[src/rtl/cpeta_error_monitor_pkg.sv]
// cpeta_mon_pkg: shared FSM states, default widths and pipeline depth for the CPETA error monitor
package cpeta_mon_pkg;
  typedef enum logic [1:0] {IDLE, RUN, DRAIN, REPORT} mon_state_t;
  localparam int CPETA_N = 16;
  localparam int CPETA_CNT_W = 32;
  localparam int CPETA_ACC_W = 48;
  localparam int CPETA_MON_LAT = 3;
endpackage

[src/rtl/cpeta_error_monitor_if.sv]
// cpeta_error_monitor_if: control, sample stream and report bundle between a collector (master) and the monitor (slave)
interface cpeta_error_monitor_if
  import cpeta_mon_pkg::*;
#(
  parameter int N = CPETA_N,
  parameter int CNT_W = CPETA_CNT_W,
  parameter int ACC_W = CPETA_ACC_W
);
  logic start;
  logic [CNT_W-1:0] frame_len;
  logic in_valid;
  logic in_ready;
  logic [N-1:0] a;
  logic [N-1:0] b;
  logic [N-1:0] approx_sum;
  logic rpt_valid;
  logic rpt_ready;
  logic [CNT_W-1:0] sample_cnt;
  logic [CNT_W-1:0] err_cnt;
  logic [ACC_W-1:0] ed_sum;
  logic [N-1:0] max_ed;
  logic busy;
  modport master (
    output start, frame_len, in_valid, a, b, approx_sum, rpt_ready,
    input in_ready, rpt_valid, sample_cnt, err_cnt, ed_sum, max_ed, busy
  );
  modport slave (
    input start, frame_len, in_valid, a, b, approx_sum, rpt_ready,
    output in_ready, rpt_valid, sample_cnt, err_cnt, ed_sum, max_ed, busy
  );
endinterface

[src/rtl/cpeta_error_monitor_ed_calc.sv]
// cpeta_ed_calc: exact N-bit sum (carry dropped) and its absolute distance from the approximate sum
module cpeta_ed_calc #(
  parameter int N = 16
) (
  input  logic [N-1:0] a,
  input  logic [N-1:0] b,
  input  logic [N-1:0] approx_sum,
  output logic [N-1:0] ed
);
  logic [N-1:0] exact;
  assign exact = a + b;
  assign ed = exact >= approx_sum ? exact - approx_sum : approx_sum - exact;
endmodule

[src/rtl/cpeta_error_monitor.sv]
// cpeta_error_monitor: frame-based error statistics for CPETA sums; define CPETA_MON_MAXED_EN to build the max_ed tracker
module cpeta_error_monitor
  import cpeta_mon_pkg::*;
#(
  parameter int N = CPETA_N,
  parameter int CNT_W = CPETA_CNT_W,
  parameter int ACC_W = CPETA_ACC_W
) (
  input logic clk,
  input logic rst,
  cpeta_error_monitor_if.slave bus
);
  mon_state_t state;
  logic [CNT_W-1:0] len;
  logic [CNT_W-1:0] sample_cnt;
  logic [CNT_W-1:0] err_cnt;
  logic [ACC_W-1:0] ed_sum;
  logic [ACC_W:0] ed_sum_ext;
  logic in_ready;
  logic rpt_valid;
  logic busy;
  logic go;
  logic accept;
  logic s1_valid;
  logic s2_valid;
  logic [N-1:0] s1_a;
  logic [N-1:0] s1_b;
  logic [N-1:0] s1_approx;
  logic [N-1:0] ed;
  logic [N-1:0] s2_ed;

  assign go = state == IDLE && bus.start;
  assign accept = bus.in_valid && in_ready;
  assign ed_sum_ext = {1'b0, ed_sum} + {{(ACC_W + 1 - N){1'b0}}, s2_ed};

  // frame control: sample admission, drain of the pipeline and report handshake
  always_ff @(posedge clk or posedge rst) begin
    if (rst) begin
      state <= IDLE;
      len <= '0;
      sample_cnt <= '0;
      in_ready <= 1'b0;
      rpt_valid <= 1'b0;
      busy <= 1'b0;
    end else begin
      case (state)
        IDLE: if (bus.start) begin
          len <= bus.frame_len;
          sample_cnt <= '0;
          busy <= 1'b1;
          state <= bus.frame_len == '0 ? REPORT : RUN;
          rpt_valid <= bus.frame_len == '0;
          in_ready <= bus.frame_len != '0;
        end
        RUN: if (accept) begin
          sample_cnt <= sample_cnt + CNT_W'(1);
          if (sample_cnt + CNT_W'(1) == len) begin
            in_ready <= 1'b0;
            state <= DRAIN;
          end
        end
        DRAIN: if (!s1_valid && !s2_valid) begin
          rpt_valid <= 1'b1;
          state <= REPORT;
        end
        REPORT: if (bus.rpt_ready) begin
          rpt_valid <= 1'b0;
          busy <= 1'b0;
          state <= IDLE;
        end
      endcase
    end
  end

  // two-stage datapath: S1 holds the accepted sample, S2 holds its error distance
  always_ff @(posedge clk or posedge rst) begin
    if (rst) begin
      s1_valid <= 1'b0;
      s2_valid <= 1'b0;
      s1_a <= '0;
      s1_b <= '0;
      s1_approx <= '0;
      s2_ed <= '0;
    end else begin
      s1_valid <= accept;
      s2_valid <= s1_valid;
      if (accept) begin
        s1_a <= bus.a;
        s1_b <= bus.b;
        s1_approx <= bus.approx_sum;
      end
      if (s1_valid) s2_ed <= ed;
    end
  end

  cpeta_ed_calc #(.N(N)) u_ed_calc (
    .a(s1_a),
    .b(s1_b),
    .approx_sum(s1_approx),
    .ed(ed)
  );

  // error count and saturating distance sum, cleared when a new frame starts
  always_ff @(posedge clk or posedge rst) begin
    if (rst) begin
      err_cnt <= '0;
      ed_sum <= '0;
    end else if (go) begin
      err_cnt <= '0;
      ed_sum <= '0;
    end else if (s2_valid) begin
      err_cnt <= err_cnt + CNT_W'(s2_ed != '0);
      ed_sum <= ed_sum_ext[ACC_W] ? '1 : ed_sum_ext[ACC_W-1:0];
    end
  end

`ifdef CPETA_MON_MAXED_EN
  logic [N-1:0] max_ed;
  // running maximum of the error distance over the frame
  always_ff @(posedge clk or posedge rst) begin
    if (rst) max_ed <= '0;
    else if (go) max_ed <= '0;
    else if (s2_valid && s2_ed > max_ed) max_ed <= s2_ed;
  end
  assign bus.max_ed = max_ed;
`else
  assign bus.max_ed = '0;
`endif

  assign bus.in_ready = in_ready;
  assign bus.rpt_valid = rpt_valid;
  assign bus.busy = busy;
  assign bus.sample_cnt = sample_cnt;
  assign bus.err_cnt = err_cnt;
  assign bus.ed_sum = ed_sum;
endmodule

[src/flat_wrapper.sv]
// flat-port wrapper written by rule: the top's interface ports become plain ports
module cpeta_error_monitor_flat import cpeta_mon_pkg::*;
#(
  parameter int N = CPETA_N,
  parameter int CNT_W = CPETA_CNT_W,
  parameter int ACC_W = CPETA_ACC_W
)
  (clk, rst, bus_start, bus_frame_len, bus_in_valid, bus_a, bus_b, bus_approx_sum, bus_rpt_ready, bus_in_ready, bus_rpt_valid, bus_sample_cnt, bus_err_cnt, bus_ed_sum, bus_max_ed, bus_busy);
  cpeta_error_monitor_if #(.N(N), .CNT_W(CNT_W), .ACC_W(ACC_W)) bus_i ();
  input logic clk;
  input logic rst;
  input wire logic [$bits(bus_i.start)-1:0] bus_start;
  input wire logic [$bits(bus_i.frame_len)-1:0] bus_frame_len;
  input wire logic [$bits(bus_i.in_valid)-1:0] bus_in_valid;
  input wire logic [$bits(bus_i.a)-1:0] bus_a;
  input wire logic [$bits(bus_i.b)-1:0] bus_b;
  input wire logic [$bits(bus_i.approx_sum)-1:0] bus_approx_sum;
  input wire logic [$bits(bus_i.rpt_ready)-1:0] bus_rpt_ready;
  output wire logic [$bits(bus_i.in_ready)-1:0] bus_in_ready;
  output wire logic [$bits(bus_i.rpt_valid)-1:0] bus_rpt_valid;
  output wire logic [$bits(bus_i.sample_cnt)-1:0] bus_sample_cnt;
  output wire logic [$bits(bus_i.err_cnt)-1:0] bus_err_cnt;
  output wire logic [$bits(bus_i.ed_sum)-1:0] bus_ed_sum;
  output wire logic [$bits(bus_i.max_ed)-1:0] bus_max_ed;
  output wire logic [$bits(bus_i.busy)-1:0] bus_busy;
  assign bus_i.start = bus_start;
  assign bus_i.frame_len = bus_frame_len;
  assign bus_i.in_valid = bus_in_valid;
  assign bus_i.a = bus_a;
  assign bus_i.b = bus_b;
  assign bus_i.approx_sum = bus_approx_sum;
  assign bus_i.rpt_ready = bus_rpt_ready;
  assign bus_in_ready = bus_i.in_ready;
  assign bus_rpt_valid = bus_i.rpt_valid;
  assign bus_sample_cnt = bus_i.sample_cnt;
  assign bus_err_cnt = bus_i.err_cnt;
  assign bus_ed_sum = bus_i.ed_sum;
  assign bus_max_ed = bus_i.max_ed;
  assign bus_busy = bus_i.busy;
  cpeta_error_monitor #(.N(N), .CNT_W(CNT_W), .ACC_W(ACC_W)) u_core (.clk(clk), .rst(rst), .bus(bus_i));
endmodule
[config.mk]
export PLATFORM = sky130hd
export DESIGN_NAME = cpeta_error_monitor_flat
export DESIGN_NICKNAME = d
export VERILOG_FILES = /design/src/rtl/cpeta_error_monitor_pkg.sv /design/src/rtl/cpeta_error_monitor_if.sv /design/src/rtl/cpeta_error_monitor_ed_calc.sv /design/src/rtl/cpeta_error_monitor.sv /design/src/flat_wrapper.sv
export SDC_FILE = /design/constraint.sdc
export NUM_CORES = 1
export LEC_CHECK = 0
export CAP_MARGIN = 10
export CORE_MARGIN = 1.5
export CORE_UTILIZATION = 55
export CTS_CLUSTER_SIZE = 28
export DETAILED_ROUTE_END_ITERATION = 8
export PLACE_DENSITY = 0.79
export SKIP_CTS_REPAIR_TIMING = 1
export SYNTH_ARGS = -nofsm -noshare
export SYNTH_HDL_FRONTEND = slang
export SYNTH_SLANG_ARGS = --single-unit
export TNS_END_PERCENT = 100
[constraint.sdc]
create_clock -name clk -period 9.96 [get_ports clk]
set_clock_uncertainty 0.2 [all_clocks]
set_input_delay 1.992 -clock clk [delete_from_list [all_inputs] [get_ports clk]]
set_output_delay 1.992 -clock clk [all_outputs]
set_load 0.02 [all_outputs]
==> metrics.md <==
| Metric | Value |
|---|---|
| Outcome | `finished, final reports clean` |
| Prevailing post-synth register cell | `dfrtp_1` |
| Final #Nets | `1875` |
| Cells after Synth | `1556` |
| First-pass GRT wire length | `61.3 mm` |
| Vias | `12.3k` |
| Final setup TNS | `0 ns` |
| Final wirelength | `37.9 mm` |
| Post-synth EDFFs | `0` |
| Final instance area | `0.0166 mm2` |
| H-tree Lvls | `1` |
| Root buf cell | `clkbuf_16` |
| Critical Path RT | `10.17 ns` |
| # diodes | `0` |
| Initial Util | `56.2%` |
| All-Layer GR Usage | `29.0%` |
| Post-DP Area | `0.0158 mm2` |
| Area Overhead vs Synth | `21.3%` |
| Slew @ Worst Pin | `1.20 ns` |
| Cts bufs inserted | `25` |
| Static Leak | `7.25 nW` |
| Gpl congestion | `0.968` |
| GRT overflow | `0` |
| Vias in the first global route | `11.7k` |
| Worst Hold Class | `flip-flop to flip-flop` |
| Buf/Inv on CP | `0` |
| CP top delay family | `compound AO/OA/AOI/OAI gates` |
| Vias per Instance | `5.98` |
| Post-route ant nets | `0` |
| Die height | `161 um` |
| Arrival time at the worst endpoint | `6.04 ns` |
| Final setup fails | `0` |
| RSZ-0062 raised after global routing | `false` |
| Clk sinks | `215` |
| CP max stage cell | `a31oi_2` |
| Synthesized cell area | `0.0137 mm2` |
| Die width | `161 um` |
| Placement Rows | `57` |
| Asr flop ratio synth | `100%` |
| Clock-pin slew on the worst setup and hold paths | `0.06 ns` |
| Worst VDD drop | `0.444 mV` |
| Final core utilization | `68.2%` |
| Sequential area share after synthesis | `39.2%` |
| Drt wl/cell | `18.4 um` |
| Syn_area_per_cell | `8.81 um2` |
| Crit path kind | `flip-flop to flip-flop` |
| Worst skew pair latency | `0.53 ns` |
| Largest net degree at the start of global routing | `137` |
| Pwr Density | `404 mW/mm2` |
| Tmin final | `5.83 ns` |
| CP Capture Type | `flip-flop` |
| Worst Setup Start Kind | `flip-flop` |
| CTS tree | `yes` |
| Max Clock Freq | `171 MHz` |
| Drc violations | `0` |
| MaxCap Viol Count | `0` |
| Final worst-path cycle share | `58.5%` |
| Most common cell after layout, fill and taps aside | `nand2_1` |
| Io pins | `216` |
| CP max stage delay | `0.70 ns` |
| Drt first pass iters | `5` |
| Buffers on Ports | `199` |
| Initial antenna violation count | `0` |
| Commonest cells after routing, fill and taps aside | `nand2_1 (232), dfrtp_1 (215), clkdlybuf4s50_1 (199), nor2_1 (109), o21ai_0 (97)` |
| Max clock buf depth | `3` |
| Core ar. | `0.0244 mm2` |
| Crit path max fanout | `17` |
| #FFs+latches synth | `215` |
| Fin. Hold Viols | `0` |
| Initial drt markers | `893` |
| Ratio of cells with drive above 1 in the final layout | `6.29%` |
| Die ar. | `0.0259 mm2` |
| Max-slew headroom | `19.6%` |
| CP Cell Sequence | `ha_1 -> fa_1 -> a21o_1 -> a21oi_1 -> o21bai_1 -> a21o_1 -> a21oi_1 -> o211ai_1 -> xor2_1 -> ha_1 -> nand3_1 -> nor4_1 -> nor4b_1 -> or3b_1 -> a31oi_2 -> mux2_2 -> a211oi_1 -> xnor2_1 -> mux2_2` |
| Yosys warns | `0` |
| Cell variety after synth | `82` |
| Pins Over Slew Limit | `0` |
| HPWL Detailed | `27.5 mm` |
## synth_stat cells, types with 39 or more instances
| cell type | count | share of area [%] |
|---|---|---|
| a21oi_1 | 79 | 2.9 |
| inv_1 | 69 | 1.9 |
| nor2_1 | 109 | 3.0 |
| mux2_2 | 41 | 3.4 |
| nand2_1 | 232 | 6.4 |
| xnor2_1 | 52 | 3.3 |
| o21ai_0 | 97 | 3.5 |
| dfrtp_1 | 215 | 39 |
| nand3_1 | 39 | 1.4 |
| xor2_1 | 49 | 3.1 |
| ha_1 | 70 | 6.4 |
| clkbuf_1 | 47 | 1.3 |
## cells by family after synthesis
logic type / after synthesis / share of synthesized area (%)
muxes: 54 / 4.32
DFF: 215 / 39.2
xor gates and xnor gates: 101 / 6.45
other: 1 / 0.0273
buffers and inverters: 158 / 5.05
adders and majority gates: 74 / 6.97
AOI/OAI and AO/OA: 372 / 17.6
and+or+nand+nor: 581 / 20.4
## where the power goes
part	switching (mW)	internal, mW
Combinational	2.60	1.83
Sequential	0.222	1.13
Clock	0.367	0.565
## per-stage QoR
step	std cells	total power, mW	hold slack, ns	setup slack [ns]
after CTS	2057	6.70	0.305	4.19
after detailed placement	2013	5.73	0.284	4.22
after global placement	2013	5.64	0.279	4.43
after global routing	2057	7.23	0.323	3.69
final	2057	6.71	0.305	4.13
after floorplan	1571	4.67	0.152	1.89
## tightest hold or removal path, cell delays in order (launching register included)
cell	delay (ns)
dfrtp_1	0.35
nand2_1	0.06
nand2_1	0.06
## sequential cells by signal, indices dropped and copies added, names as in the netlist
register / cells
u_core.bus.sample_cnt: 32
u_core.state: 2
u_core.s1_a: 16
u_core.s2_valid: 1
u_core.bus.in_ready: 1
u_core.s1_approx: 16
u_core.len: 32
u_core.bus.err_cnt: 32
u_core.bus.busy: 1
u_core.s2_ed: 16
u_core.bus.rpt_valid: 1
u_core.s1_b: 16
u_core.s1_valid: 1
u_core.bus.ed_sum: 48
## per-layer routing
| metal | up-vias | track usage (%) | wire length [um] |
|---|---|---|---|
| li1 | 5848 | - | - |
| met1 | 5934 | 38.5 | 15700 |
| met2 | 437 | 48.8 | 18600 |
| met3 | 85 | 3.74 | 2230 |
| met4 | 0 | 10.5 | 1370 |
| met5 | - | 0 | 0 |
## cell type report
class	count	area (um2)
Sequential cell	215	5380
Inverter	71	274
Timing Repair Buffer	205	2040
Fill cell	2010	7760
Tap cell	324	405
Clock inverter	6	90.1
Multi-Input combinational cell	1198	7700
Clock buffer	38	744
## worst paths after layout
path                                         endpoint            from  cells past startpoint  slack [ns]
max in group asynchronous       u_core.bus.err_cnt[7]             rst                      3        6.06
min in group asynchronous             u_core.s1_a[10]             rst                      2        1.88
worst max register to register        u_core.s2_ed[3]  u_core.s1_b[0]                     19        4.13
worst max-delay path                  u_core.s2_ed[3]  u_core.s1_b[0]                     19        4.13
worst min register to register         u_core.len[14]  u_core.len[14]                      2        0.30
worst min-delay path                   u_core.len[14]  u_core.len[14]                      2        0.30
Power figures use the tool's default switching activity.
